### src/rtl/keypad_num_entry.sv
// Keypad operand entry: turns key events into a signed BCD word {sign, d[N-1]..d0}
// and hands the finished operand to the datapath over a valid/ack handshake.
module keypad_num_entry #(
    parameter int MAX_DIGITS = 5
) (
    input  logic                    clk,
    input  logic                    rst_n,
    input  logic                    key_valid,
    input  logic [4:0]              key_code,
    output logic                    key_ready,
    input  logic                    num_ack,
    output logic [4*MAX_DIGITS:0]   num_out,
    output logic                    num_valid,
    output logic [2:0]              digit_cnt,
    output logic                    overflow
);

    localparam int W = 4*MAX_DIGITS + 1;

    localparam logic [4:0] KEY_CLR  = 5'd10;
    localparam logic [4:0] KEY_BSP  = 5'd11;
    localparam logic [4:0] KEY_SIGN = 5'd12;
    localparam logic [4:0] KEY_ENT  = 5'd13;

    typedef enum logic [1:0] {
        ENTRY   = 2'd0,
        PRESENT = 2'd1,
        DONE    = 2'd2
    } state_t;

    state_t         state_q, state_d;
    logic [W-1:0]   num_q, num_d;
    logic [2:0]     cnt_q, cnt_d;
    logic           valid_q, valid_d;
    logic           ovf_q, ovf_d;
    logic           ready_q, ready_d;

    logic           accept;
    logic           is_digit;
    logic [3:0]     digit;
    logic [W-2:0]   mag;
    logic           mag_zero;
    logic           cnt_full;

    assign accept   = key_valid & ready_q;
    assign is_digit = (key_code < 5'd10);
    assign digit    = key_code[3:0];
    assign mag      = num_q[W-2:0];
    assign mag_zero = (mag == '0);
    assign cnt_full = (cnt_q == 3'(MAX_DIGITS));

    always_comb begin
        state_d = state_q;
        num_d   = num_q;
        cnt_d   = cnt_q;
        valid_d = valid_q;
        ovf_d   = 1'b0;

        // Clear bypasses key_ready so a stuck presentation can always be aborted.
        if (key_valid && key_code == KEY_CLR) begin
            num_d   = '0;
            cnt_d   = '0;
            valid_d = 1'b0;
            state_d = ENTRY;
        end else begin
            case (state_q)
                ENTRY: begin
                    if (accept) begin
                        if (is_digit) begin
                            if (cnt_full) begin
                                ovf_d = 1'b1;
                            end else if (mag_zero) begin
                                if (digit != 4'd0) begin
                                    num_d = {num_q[W-1], {(W-5){1'b0}}, digit};
                                    cnt_d = 3'd1;
                                end
                            end else begin
                                num_d = {num_q[W-1], mag[W-6:0], digit};
                                cnt_d = cnt_q + 3'd1;
                            end
                        end else if (key_code == KEY_BSP) begin
                            if (cnt_q != 3'd0) begin
                                num_d = {num_q[W-1], 4'd0, mag[W-2:4]};
                                cnt_d = cnt_q - 3'd1;
                            end
                        end else if (key_code == KEY_SIGN) begin
                            num_d[W-1] = ~num_q[W-1];
                        end else if (key_code == KEY_ENT) begin
                            valid_d = 1'b1;
                            state_d = PRESENT;
                        end
                    end
                end
                PRESENT: begin
                    if (num_ack && valid_q) begin
                        valid_d = 1'b0;
                        state_d = DONE;
                    end
                end
                DONE: begin
                    if (accept) begin
                        if (is_digit) begin
                            // New entry starts from a clean, positive zero.
                            num_d   = {1'b0, {(W-5){1'b0}}, digit};
                            cnt_d   = (digit != 4'd0) ? 3'd1 : 3'd0;
                            state_d = ENTRY;
                        end else if (key_code == KEY_SIGN) begin
                            num_d[W-1] = ~num_q[W-1];
                        end else if (key_code == KEY_ENT) begin
                            valid_d = 1'b1;
                            state_d = PRESENT;
                        end
                    end
                end
                default: state_d = ENTRY;
            endcase
        end

        ready_d = (state_d != PRESENT);
    end

    always_ff @(posedge clk or negedge rst_n) begin
        if (!rst_n) begin
            state_q <= ENTRY;
            num_q   <= '0;
            cnt_q   <= '0;
            valid_q <= 1'b0;
            ovf_q   <= 1'b0;
            ready_q <= 1'b1;
        end else begin
            state_q <= state_d;
            num_q   <= num_d;
            cnt_q   <= cnt_d;
            valid_q <= valid_d;
            ovf_q   <= ovf_d;
            ready_q <= ready_d;
        end
    end

    assign num_out   = num_q;
    assign digit_cnt = cnt_q;
    assign num_valid = valid_q;
    assign overflow  = ovf_q;
    assign key_ready = ready_q;

endmodule

### config.mk
export PLATFORM = sky130hd
export DESIGN_NAME = keypad_num_entry
export DESIGN_NICKNAME = d
export VERILOG_FILES = /design/src/rtl/keypad_num_entry.sv
export SDC_FILE = /design/constraint.sdc
export NUM_CORES = 1
export LEC_CHECK = 0
export ABC_AREA = 1
export ABC_CLOCK_PERIOD_IN_PS = 1350
export BUFFER_PORTS_ARGS = -buffer_cell sky130_fd_sc_hd__buf_4
export CORE_ASPECT_RATIO = 2
export CORE_MARGIN = 3
export CORE_UTILIZATION = 35
export DETAILED_ROUTE_END_ITERATION = 12
export HOLD_SLACK_MARGIN = 0.03
export PLACE_DENSITY = 0.57
export SLEW_MARGIN = 20
export SYNTH_ARGS = -nofsm -noshare
export SYNTH_HDL_FRONTEND = slang
export SYNTH_SLANG_ARGS = --single-unit
### constraint.sdc
create_clock -name clk -period 1.35 [get_ports clk]
set_input_delay 0.0675 -clock clk [delete_from_list [all_inputs] [get_ports clk]]
set_output_delay 0.0675 -clock clk [all_outputs]
set_load 0.01 [all_outputs]
# ---- Word-level counts from Yosys, hierarchy flattened
# Cells that the tools add are included.
dict set report op_classes {
  reduce_logical 11
  n_eq_ne 19
  n_mux 51
  order_cmp 1
  bitwise_logic 2
  addsub 2
}
# op n
set ops {}
lappend ops {{$mux W21} 6}
lappend ops {{$mux W20} 4}
lappend ops {{$pmux W21 S2} 1}
lappend ops {{$mux W3} 10}
lappend ops {{$ne A3 B3 Y1 const B} 7}
lappend ops {{$eq A5 B4 Y1 const B} 4}
lappend ops {{$logic_not A20 Y1} 1}
lappend ops {{$mux W1} 18}
lappend ops {{$mux W2} 9}
lappend ops {{$ne A4 B4 Y1 const B} 3}
lappend ops {{$reduce_and A8 Y1} 1}
lappend ops {{$reduce_bool A4 Y1} 2}
lappend ops {{$reduce_and A7 Y1} 1}
lappend ops {{$pmux W2 S3} 1}
lappend ops {{$pmux W3 S2} 1}
lappend ops {{$reduce_bool A3 Y1} 2}
lappend ops {{$lt A5 B4 Y1 const B} 1}
lappend ops {{$ne A5 B5 Y1 const B} 1}
lappend ops {{$reduce_and A5 Y1} 1}
lappend ops {{$add A3 B1 Y3 const B} 1}
lappend ops {{$eq A3 B3 Y1 const B} 1}
lappend ops {{$pmux W1 S3} 1}
lappend ops {{$sub A3 B1 Y3 const B} 1}
lappend ops {{$eq A2 B1 Y1 const B} 1}
lappend ops {{6 further kinds} 7}
dict set report word_totals {
  regBits 29
  output_inout_bits 27
  word_cells 93
}

# ---- Depth between registers and ports, before layout
# Gate-level depths: netlist of run 1.
dict set report logic_depth {
  word_depth 9
  ltp_mapped 11
  ltp_nobuf 11
}

# ---- Least setup slack after synthesis of run 1
# OpenSTA, ideal clock, no wires.
dict set report synth_timing {
  path_type {register to register}
  start {register cnt_q[0], in the netlist digit_cnt[0]}
  end {register num_q[5], in the netlist num_out[5]}
  t_arrival_ps 1428
  required_time_ps 1233
  path_stages_with_launch 10
  path_slack_ps -195
  synth_period_minus_slack_ps 1545
  path_cell_list {dfrtp_1 inv_1 ha_1 nand2_1 a21oi_4 nor2_4 nand2_8 buf_6 nand3_2 nand2_1}
}
dict set report synth_via {
  elab_chain_len 3
}
# element line
set synth_lines {}
lappend synth_lines {{start: declaration} 33} ;# logic [2:0] cnt_q, cnt_d;
lappend synth_lines {{start signal: assignment} 133} ;# cnt_q <= cnt_d;
lappend synth_lines {{$eq A3 B3 Y1 / $reduce_bool A3 Y1 (equally long branches)} {50, 82}}
lappend synth_lines {{$ne A4 B4 Y1 (no line)} n/a}
lappend synth_lines {{$reduce_and A8 Y1 (no line) (*)} n/a}
lappend synth_lines {{end signal: assignment} 132} ;# num_q <= num_d;
lappend synth_lines {{end: declaration} 32} ;# logic [W-1:0] num_q, num_d;
# Mark *: on every way between the ends. The rest lies on a longest branch, timed or not.
# A chain may end at the register's enable or synchronous reset.

# ---- Worst setup path after layout of run 1
dict set report layout_timing {
  start {register ready_q, in the netlist key_ready}
  end {register cnt_q[0], in the netlist digit_cnt[0]}
}
dict set report layout_via {
  elab_chain_len 3
}
# element line
set layout_lines {}
lappend layout_lines {{start: declaration} 36} ;# logic ready_q, ready_d;
lappend layout_lines {{start signal: assignment} 136} ;# ready_q <= ready_d;
lappend layout_lines {{$and A1 B1 Y1 (*)} 45} ;# assign accept = key_valid & ready_q;
lappend layout_lines {{$ne A3 B3 Y1 (no line)} n/a}
lappend layout_lines {{$reduce_and A8 Y1 (no line) (*)} n/a}
# Marked as above.

==> flow_summary.toml, run 1 <==
[die]
io_pins = 36
start_util_pct = 36.8
rows = 38
die_x_um = 59.8
core_area_um2 = 5520
die_h_um = 114
die-area_um2 = 6800

[cells_and_area]
syn_to_final_growth_pct = 49.4
ff_latch_area_um2 = 729
multi_input_area_um2 = 1230
fin_area_um2 = 3030
antenna_cells = 0
final_cell_mix = "89 x buf_4, 68 x nand2_1, 26 x nor2_1, 26 x dfrtp_1, 25 x nand3_2"
drive_above_1_share_pct = 45.6
fillers = 549
layout_commonest_cell = "buf_4"
nNetsFinal = 379

[clock_network]
clockBufferDepth = 2
root_buffer = "clkbuf_8"
clk-insertion-delay-late_ps = 280
cts_tree = "done"
cts_buffers = 5
clock_sinks = 29
htree_levels = 2
cts.clk_slew.worst_paths_ps = 60

[synthesis]
muxShareOfSynthArea_pct = 0
syn-cell-area_um2 = 2030
synthXorXnorAreaFrac_pct = 1.73
synth_compound_area_share_pct = 6.60
synth.distinct_cells = 30
synth_seq_cells = 29
synthSimpleGateAreaFrac_pct = 44.8
syn_inst = 273
synth_nets = 286
avgSynthCellArea_um2 = 7.42
seq_area_frac_synth_pct = 35.9
synth_top_family_by_area = "simple AND/OR/NAND/NOR gates"
synth_warnings = 0
synth_fa_ha_area_share_pct = 2.47

[drt]
wl_met1_um = 2220
drt-wirelength-per-cell_um = 15.0
routed-wl-met2_um = 3590
vias_per_cell = 5.12
ant_nets = 0
dr.pass1.iters = 4
drt_first_iter_violations = 67
top_layer = "met4"
via_count = 2180
dr_wl_met3_um = 234
detail_route.wirelength_um = 6380
drc = 0

[power_and_ir_drop]
ir_drop_mv = 1.17
power.density_nw_per_um2 = 1670
p_leak_nw = 1.62

[timing]
fmax_mhz = 682
fin_tns_setup_ps = -2340
setup_violations = 23
fin_worst_skew_ps = 5.54
slew_headroom_pct = 73.8
rsz0062_at_grt = "yes"
fin_ws_ps = -116
layout_min_cycle_time_ps = 1470
tightestPinTransition_ps = 393
fin_hold_ws_ps = 151
slew_viol_final = 0
hold_viol = 0
period_share_pct = 109

[critical_path]
cp-end-kind = "flip-flop"
worstPathRequired_ps = 1520
r2r_slack_ps = -120
critPathLaunchType = "flip-flop"
slowest_delay_ps = 560
critical_path_arrival_ps = 1640
crit_top_cell = "nand3_2"
critPathKind = "flip-flop to flip-flop"
path_max_fanout = 7
critPathSlowestCell = "dfstp_2"
crit_chain = "nand2_4 > inv_2 > nand3_2 > nor2_4 > nand2_8 > buf_4 > nand3_2 > nand2_1"
crit_family = "simple AND/OR/NAND/NOR gates"
path_buf_inv = 2

[global_routing]
antenna_found_initial = 0
grt_pass1_vias = 2278
gr-usage-all-layers_pct = 20.2
grt_max_degree = 30
grt_pass1_wl_um = 10400
gr-total-overflow = 0

[worst_hold_path]
min_path_type = "primary input to flip-flop"

[placement]
post_dp_cell_area_um2 = 2800
dpl.hpwl_um = 4970
port_buffers = 35
place_congestion = 0.880

[status]
violations = "negative setup slack"
status = "finished, violations left"

[run]
cap_violations = 0
-- state kept, by name, summed over array words and instances, names as in the netlist --
signal / flops
overflow: 1
state_q: 2
digit_cnt: 3
num_valid: 1
key_ready: 1
num_out: 21
-- worst reg2reg max path, stage by stage (launching register included) --
cell,delay [ps]
dfstp_2,560
nand2_4,70
inv_2,60
nand3_2,80
nor2_4,210
nand2_8,110
buf_4,170
nand3_2,50
nand2_1,50
-- kinds of logic (layout without fill, tap and decap cells) --
| family | Yosys count | in the layout |
|---|---|---|
| buffers and inverters | 37 | 130 |
| AO/OA/AOI/OAI | 24 | 24 |
| flip-flops | 29 | 29 |
| AND/OR/NAND/NOR | 175 | 175 |
| XOR/XNOR | 4 | 4 |
| adder cells (fa/ha/maj) | 4 | 4 |
-- report_power, final --
| part | switching (mW) | internal (mW) | leakage, nW | total [mW] |
|---|---|---|---|---|
| registers | 0.183 | 1.13 | 0.388 | 1.32 |
| clock network | 0.321 | 0.404 | 0.0443 | 0.725 |
| logic | 1.52 | 1.51 | 1.19 | 3.02 |
| total | 2.02 | 3.04 | 1.62 | 5.06 |
-- metal layers --
layer	vias up	track usage (%)
met2	62	37.6
met4	0	11.7
met1	1025	19.9
met5	-	0
li1	1071	-
met3	22	2.60
-- area by class of cell --
| class | count | area share [%] |
|---|---|---|
| Multi-Input combinational cell | 207 | 40.7 |
| Sequential cell | 29 | 24.1 |
| Tap cell | 60 | 2.48 |
| Clock buffer | 7 | 2.85 |
| Inverter | 25 | 3.10 |
| Timing Repair Buffer | 98 | 26.8 |
-- worst paths after layout --
| path | from | to | cells after the start |
|---|---|---|---|
| max in group asynchronous | rst_n | digit_cnt[0]$_DFFE_PN0P_ | 2 |
| min reg2reg | num_valid$_DFFE_PN0P_ | num_valid$_DFFE_PN0P_ | 2 |
| min in group asynchronous | rst_n | num_valid$_DFFE_PN0P_ | 2 |
| min | num_ack | state_q[0]$_DFF_PN0_ | 4 |
| max | key_ready$_DFF_PN1_ | digit_cnt[0]$_DFFE_PN0P_ | 8 |
| max reg2reg | key_ready$_DFF_PN1_ | digit_cnt[0]$_DFFE_PN0P_ | 8 |
-- cell usage after synthesis, drive strengths merged --
| library cell | n | area, um2 |
|---|---|---|
| xnor2 | 2 | 17.5 |
| xor2 | 2 | 17.5 |
| nor4 | 2 | 12.5 |
| nand4 | 17 | 106 |
| clkbuf | 2 | 7.51 |
| nor2 | 35 | 141 |
| or2 | 2 | 12.5 |
| nand3 | 30 | 255 |
| dfrtp | 28 | 701 |
| a21oi | 9 | 56.3 |
| buf | 10 | 72.6 |
| ha | 4 | 50.1 |
| nand2 | 82 | 342 |
| o21a | 1 | 7.51 |
| nor3 | 6 | 30.0 |
| o21ai | 14 | 70.1 |
| dfstp | 1 | 26.3 |
| inv | 25 | 93.8 |
| nand3b | 1 | 7.51 |
-- repair_timing --
item | 4_1_cts | 5_1_grt
setup buffers | 2 | 0
pin swaps | 10 | 9
setup endpoints to repair | 27 | 27
hold endpoints to repair | 29 | 0
resized for setup | 12 | 17
hold buffers | 1 | 0
-- through the flow --
| stage | cells | setup slack (ps) | total power [mW] | util (%) |
|---|---|---|---|---|
| after floorplan | 273 | -81.1 | 2.72 | - |
| after global placement | 416 | -122 | 4.14 | 50.8 |
| final | 426 | -116 | 5.06 | 54.9 |
| after detailed placement | 416 | -124 | 4.18 | 50.8 |
| after global routing | 426 | -222 | 5.44 | 54.9 |
| after CTS | 426 | -128 | 5.00 | 54.0 |
Power figures use the tool's default switching activity.
==> inputs of run 2 (changes only) <==
- CAP_MARGIN: unset -> 0
- RECOVER_POWER: unset -> 100
==> run 2 against run 1 <==
  * The run still ends with negative setup slack left
  * Sequential share of layout area increased by 0.70 points
  * Register-to-register slack about the same
  * Via count grew 0.23%
  * Routed wire length is 0.28% lower
  * Die area unchanged
  * Sequential power barely moved
  * Total power fell by 3.1%
  * Global-route usage unchanged
  * Fmax about the same
  * Flip-flop and latch count did not move
  * Largest cell class unchanged
  * Largest power group unchanged
==> flow_summary.toml, run 2 (synthesis results as in run 1) <==
[status]
status = "finished, violations left"
violations = "negative setup slack"

[timing]
fmax_mhz = 683
period_share_pct = 109
tightestPinTransition_ps = 755
fin_worst_skew_ps = 5.42
fin_ws_ps = -115
setup_violations = 23
layout_min_cycle_time_ps = 1470
slew_viol_final = 0
hold_viol = 0
rsz0062_at_grt = "yes"
fin_hold_ws_ps = 152
slew_headroom_pct = 49.7

[drt]
dr.pass1.iters = 4
drt_first_iter_violations = 54
drc = 0
ant_nets = 0
detail_route.wirelength_um = 6360
vias_per_cell = 5.13
via_count = 2185
drt-wirelength-per-cell_um = 14.9

[global_routing]
grt_pass1_vias = 2278
grt_pass1_wl_um = 10400
gr-total-overflow = 0
grt_max_degree = 30
gr-usage-all-layers_pct = 20.2
antenna_found_initial = 0

[clock_network]
cts_tree = "done"
htree_levels = 2
clock_sinks = 29
clockBufferDepth = 2
cts.clk_slew.worst_paths_ps = 60
root_buffer = "clkbuf_8"
clk-insertion-delay-late_ps = 280
cts_buffers = 5

[die]
core_area_um2 = 5520
start_util_pct = 36.8
die-area_um2 = 6800
die_x_um = 59.8
die_h_um = 114
io_pins = 36
rows = 38

[critical_path]
worstPathRequired_ps = 1520
critical_path_arrival_ps = 1630
cp-end-kind = "flip-flop"
critPathLaunchType = "flip-flop"
critPathKind = "flip-flop to flip-flop"
path_max_fanout = 7

[placement]
dpl.hpwl_um = 4970
dp.cells = 416
port_buffers = 35
place_congestion = 0.880

[cells_and_area]
final_cells = 426
multi_input_area_um2 = 1230
largest_reg_flops = 21
final_cell_mix = "68 x nand2_1, 65 x buf_4, 26 x nor2_1, 26 x dfrtp_1, 25 x nand3_2"
fin_util_pct = 53.4
syn_to_final_growth_pct = 45.2
fillers = 582
nNetsFinal = 379
antenna_cells = 0
ff_latch_area_um2 = 729
layout_commonest_cell = "nand2_1"
drive_above_1_share_pct = 39.6

[worst_hold_path]
min_path_type = "primary input to flip-flop"

[run]
cap_violations = 0

[power_and_ir_drop]
power.density_nw_per_um2 = 1670
p_leak_nw = 1.53
ir_drop_mv = 1.11
==> run 2: cell count changes in the layout (fill, tap and decap cells not counted), sizes merged <==
cell	delta
clkbuf	+24
buf	-24
==> run 2: per-stage QoR <==
step                instance area, um2  worst slack [ps]  total power [mW]  TNS, ps
global route                      2940              -222              5.29    -4690
global placement                  2800              -122              4.14    -2460
finish                            2940              -115              4.91    -2320
floorplan                         2050             -81.1              2.72    -1750
CTS                               2980              -128              5.00    -2650
detailed placement                2800              -124              4.18    -2780
==> run 2: power by group <==
part	internal (mW)	leakage, nW	switching [mW]
Clock	0.404	0.0443	0.321
Sequential	1.13	0.388	0.179
Combinational	1.36	1.10	1.51
Total	2.89	1.53	2.01
==> run 2: timing repair <==
| action | in CTS | in global routing |
|---|---|---|
| hold endpoints to repair | 29 | 0 |
| endpoints found under the setup margin | 27 | 27 |
| setup buffers | 2 | 0 |
| pin swaps | 10 | 9 |
| hold buffers | 1 | 0 |
| gates resized for setup | 12 | 17 |
==> run 2: area by class of cell <==
type	count	share of cell area, %
repair buffers	98	24.7
well taps	60	2.55
inverters	25	3.19
flip-flops and latches	29	24.8
clock buffers	7	2.93
multi-input cells	207	41.9
==> run 2: worst paths after layout <==
| path | start | to | slack, ps | cells past startpoint |
|---|---|---|---|---|
| worst max-delay path | key_ready$_DFF_PN1_ | digit_cnt[0]$_DFFE_PN0P_ | -120 | 8 |
| worst min-delay path | num_ack | state_q[0]$_DFF_PN0_ | 150 | 4 |
| worst max register to register | key_ready$_DFF_PN1_ | digit_cnt[0]$_DFFE_PN0P_ | -120 | 8 |
| worst min register to register | num_valid$_DFFE_PN0P_ | num_valid$_DFFE_PN0P_ | 550 | 2 |
| max in group asynchronous | rst_n | digit_cnt[0]$_DFFE_PN0P_ | 420 | 2 |
| min in group asynchronous | rst_n | num_valid$_DFFE_PN0P_ | 390 | 2 |
==> run 2: worst max-delay path, cell delays in order, from the launching register on <==
cell	delay (ps)
dfstp_2	560
nand2_4	70
inv_2	60
nand3_2	80
nor2_4	210
nand2_8	110
buf_4	170
nand3_2	50
nand2_1	50
==> run 2: layer usage <==
metal / up-vias / global-route usage (%) / wire (um)
met2: 52 / 37.6 / 3580
met1: 1041 / 19.9 / 2270
met5: - / 0 / 0
met4: 0 / 11.7 / 329
met3: 22 / 2.60 / 178
li1: 1070 / - / -
==> inputs of run 3 (changes only) <==
--- a/constraint.sdc
+++ b/constraint.sdc
@@ -3,2 +3,2 @@
 set_output_delay 0.0675 -clock clk [all_outputs]
-set_load 0.01 [all_outputs]
+set_load 0.005 [all_outputs]
==> run 3 against run 2 <==
  * Core utilization about the same
  * Die area unchanged
  * Clock-buffer cell count down 1
  * The flow still finishes with violations (negative setup slack)
  * Highest routed layer unchanged
  * Worst hold slack worse by 37 ps
  * Register-to-register slack worse by 40 ps
  * Flip-flop and latch count unchanged
  * Via count up 1.2%
  * Critical path type unchanged
==> flow_summary.toml, run 3 (synthesis results as in run 1) <==
[global_routing]
antenna_found_initial = 0
grt_pass1_wl_um = 10600
grt_pass1_vias = 2292
grt_max_degree = 38
gr-usage-all-layers_pct = 21.1
gr-total-overflow = 0

[critical_path]
critical_path_arrival_ps = 1690
r2r_cells = 8
worstPathRequired_ps = 1530
cp-end-kind = "flip-flop"
path_max_fanout = 6
r2r_end = "num_out[0]$_DFFE_PN0P_"
reg2reg_from = "key_ready$_DFF_PN1_"
critPathKind = "flip-flop to flip-flop"
critPathLaunchType = "flip-flop"
r2r_slack_ps = -160

[clock_network]
cts_buffers = 5
root_buffer = "clkbuf_8"
clockBufferDepth = 2
cts.clk_slew.worst_paths_ps = 70
htree_levels = 2
clock_sinks = 29
cts_tree = "done"
clk-insertion-delay-late_ps = 300

[drt]
via_count = 2212
ant_nets = 0
drt_first_iter_violations = 62
detail_route.wirelength_um = 6610
vias_per_cell = 5.13
drc = 0
drt-wirelength-per-cell_um = 15.3
dr.pass1.iters = 4

[placement]
place_congestion = 0.867
post_dp_cell_area_um2 = 2790
dp.cells = 415
port_buffers = 35
dpl.hpwl_um = 4890
place_ws_ps = -182

[cells_and_area]
largest_reg_flops = 21
syn_to_final_growth_pct = 45.3
fin_util_pct = 53.4
antenna_cells = 0
final_cell_mix = "72 x nand2_1, 67 x buf_4, 28 x dfrtp_1, 27 x nor2_1, 22 x nand3_2"
final_cells = 431
drive_above_1_share_pct = 38.5
layout_commonest_cell = "nand2_1"
nNetsFinal = 383
fin_area_um2 = 2950

[timing]
fmax_mhz = 662
slew_headroom_pct = 45.7
fin_ws_ps = -160
slew_viol_final = 0
period_share_pct = 112
layout_min_cycle_time_ps = 1510
rsz0062_at_grt = "yes"
hold_viol = 0
fin_worst_skew_ps = 9.51
fin_tns_setup_ps = -3150
setup_violations = 23
tightestPinTransition_ps = 815

[worst_hold_path]
min_path_type = "primary input to flip-flop"
worstHoldEndpoint = "state_q[0]$_DFF_PN0_"
hp-start = "num_ack"
hold_depth = 4

[die]
rows = 38
die-area_um2 = 6800
die_h_um = 114
io_pins = 36
core_area_um2 = 5520
die_x_um = 59.8
start_util_pct = 36.8

[power_and_ir_drop]
p_leak_nw = 1.56
power.density_nw_per_um2 = 1680
ir_drop_mv = 1.02

[status]
violations = "negative setup slack"
status = "finished, violations left"

[run]
cap_violations = 0
## run 3: worst max path at each step
stage / from / to
4_1_cts: num_out[1]$_DFFE_PN0P_ / digit_cnt[2]$_DFFE_PN0P_
3_3_place_gp: num_out[8]$_DFFE_PN0P_ / digit_cnt[2]$_DFFE_PN0P_
3_5_place_dp: num_out[2]$_DFFE_PN0P_ / digit_cnt[2]$_DFFE_PN0P_
2_1_floorplan: num_out[0]$_DFFE_PN0P_ / digit_cnt[2]$_DFFE_PN0P_
6_report: key_ready$_DFF_PN1_ / num_out[0]$_DFFE_PN0P_
5_1_grt: num_out[8]$_DFFE_PN0P_ / digit_cnt[2]$_DFFE_PN0P_
## run 3: worst max-delay path, cell delays in order (launching register included)
cell and delay (ps):
dfstp_2 540, nand2_2 70, inv_2 70, nand3_2 80, nor2_4 250, nand2_8 120, buf_4 170, nand3_2 50
nand2_1 50
## run 3: metal layers
metal | vias to the layer above | global-route usage, % | share of wire (%)
met2 | 54 | 38.7 | 56
met1 | 1043 | 20.0 | 35
met3 | 31 | 3.40 | 2.9
li1 | 1084 | - | -
met5 | - | 0 | 0
met4 | 0 | 14.5 | 5.6
## run 3: power by group
| part | internal, mW | leakage (nW) | switching, mW |
|---|---|---|---|
| logic | 1.47 | 1.12 | 1.45 |
| registers | 1.13 | 0.390 | 0.188 |
| clock network | 0.357 | 0.0450 | 0.363 |
## run 3: cell type report
class,count,area (um2)
Tap cell,60,75.1
Clock buffer,6,72.6
Sequential cell,29,727
Inverter,25,93.8
Timing Repair Buffer,101,752
Multi-Input combinational cell,208,1210
Clock inverter,2,10.0
Fill cell,594,2570
## run 3: through the flow
stage	hold WS, ps	total power [mW]
global placement	27.7	4.10
global route	156	5.35
CTS	112	4.99
floorplan	-228	2.68
finish	116	4.96
detailed placement	33.3	4.12
## run 3: timing repair
action / in CTS / in global routing
hold endpoints to repair: 29 / 0
hold buffers: 1 / 0
gates resized for setup: 12 / 13
pin swaps: 3 / 10
gates cloned: 1 / 1
setup buffers: 2 / 3
endpoints found under the setup margin: 26 / 28
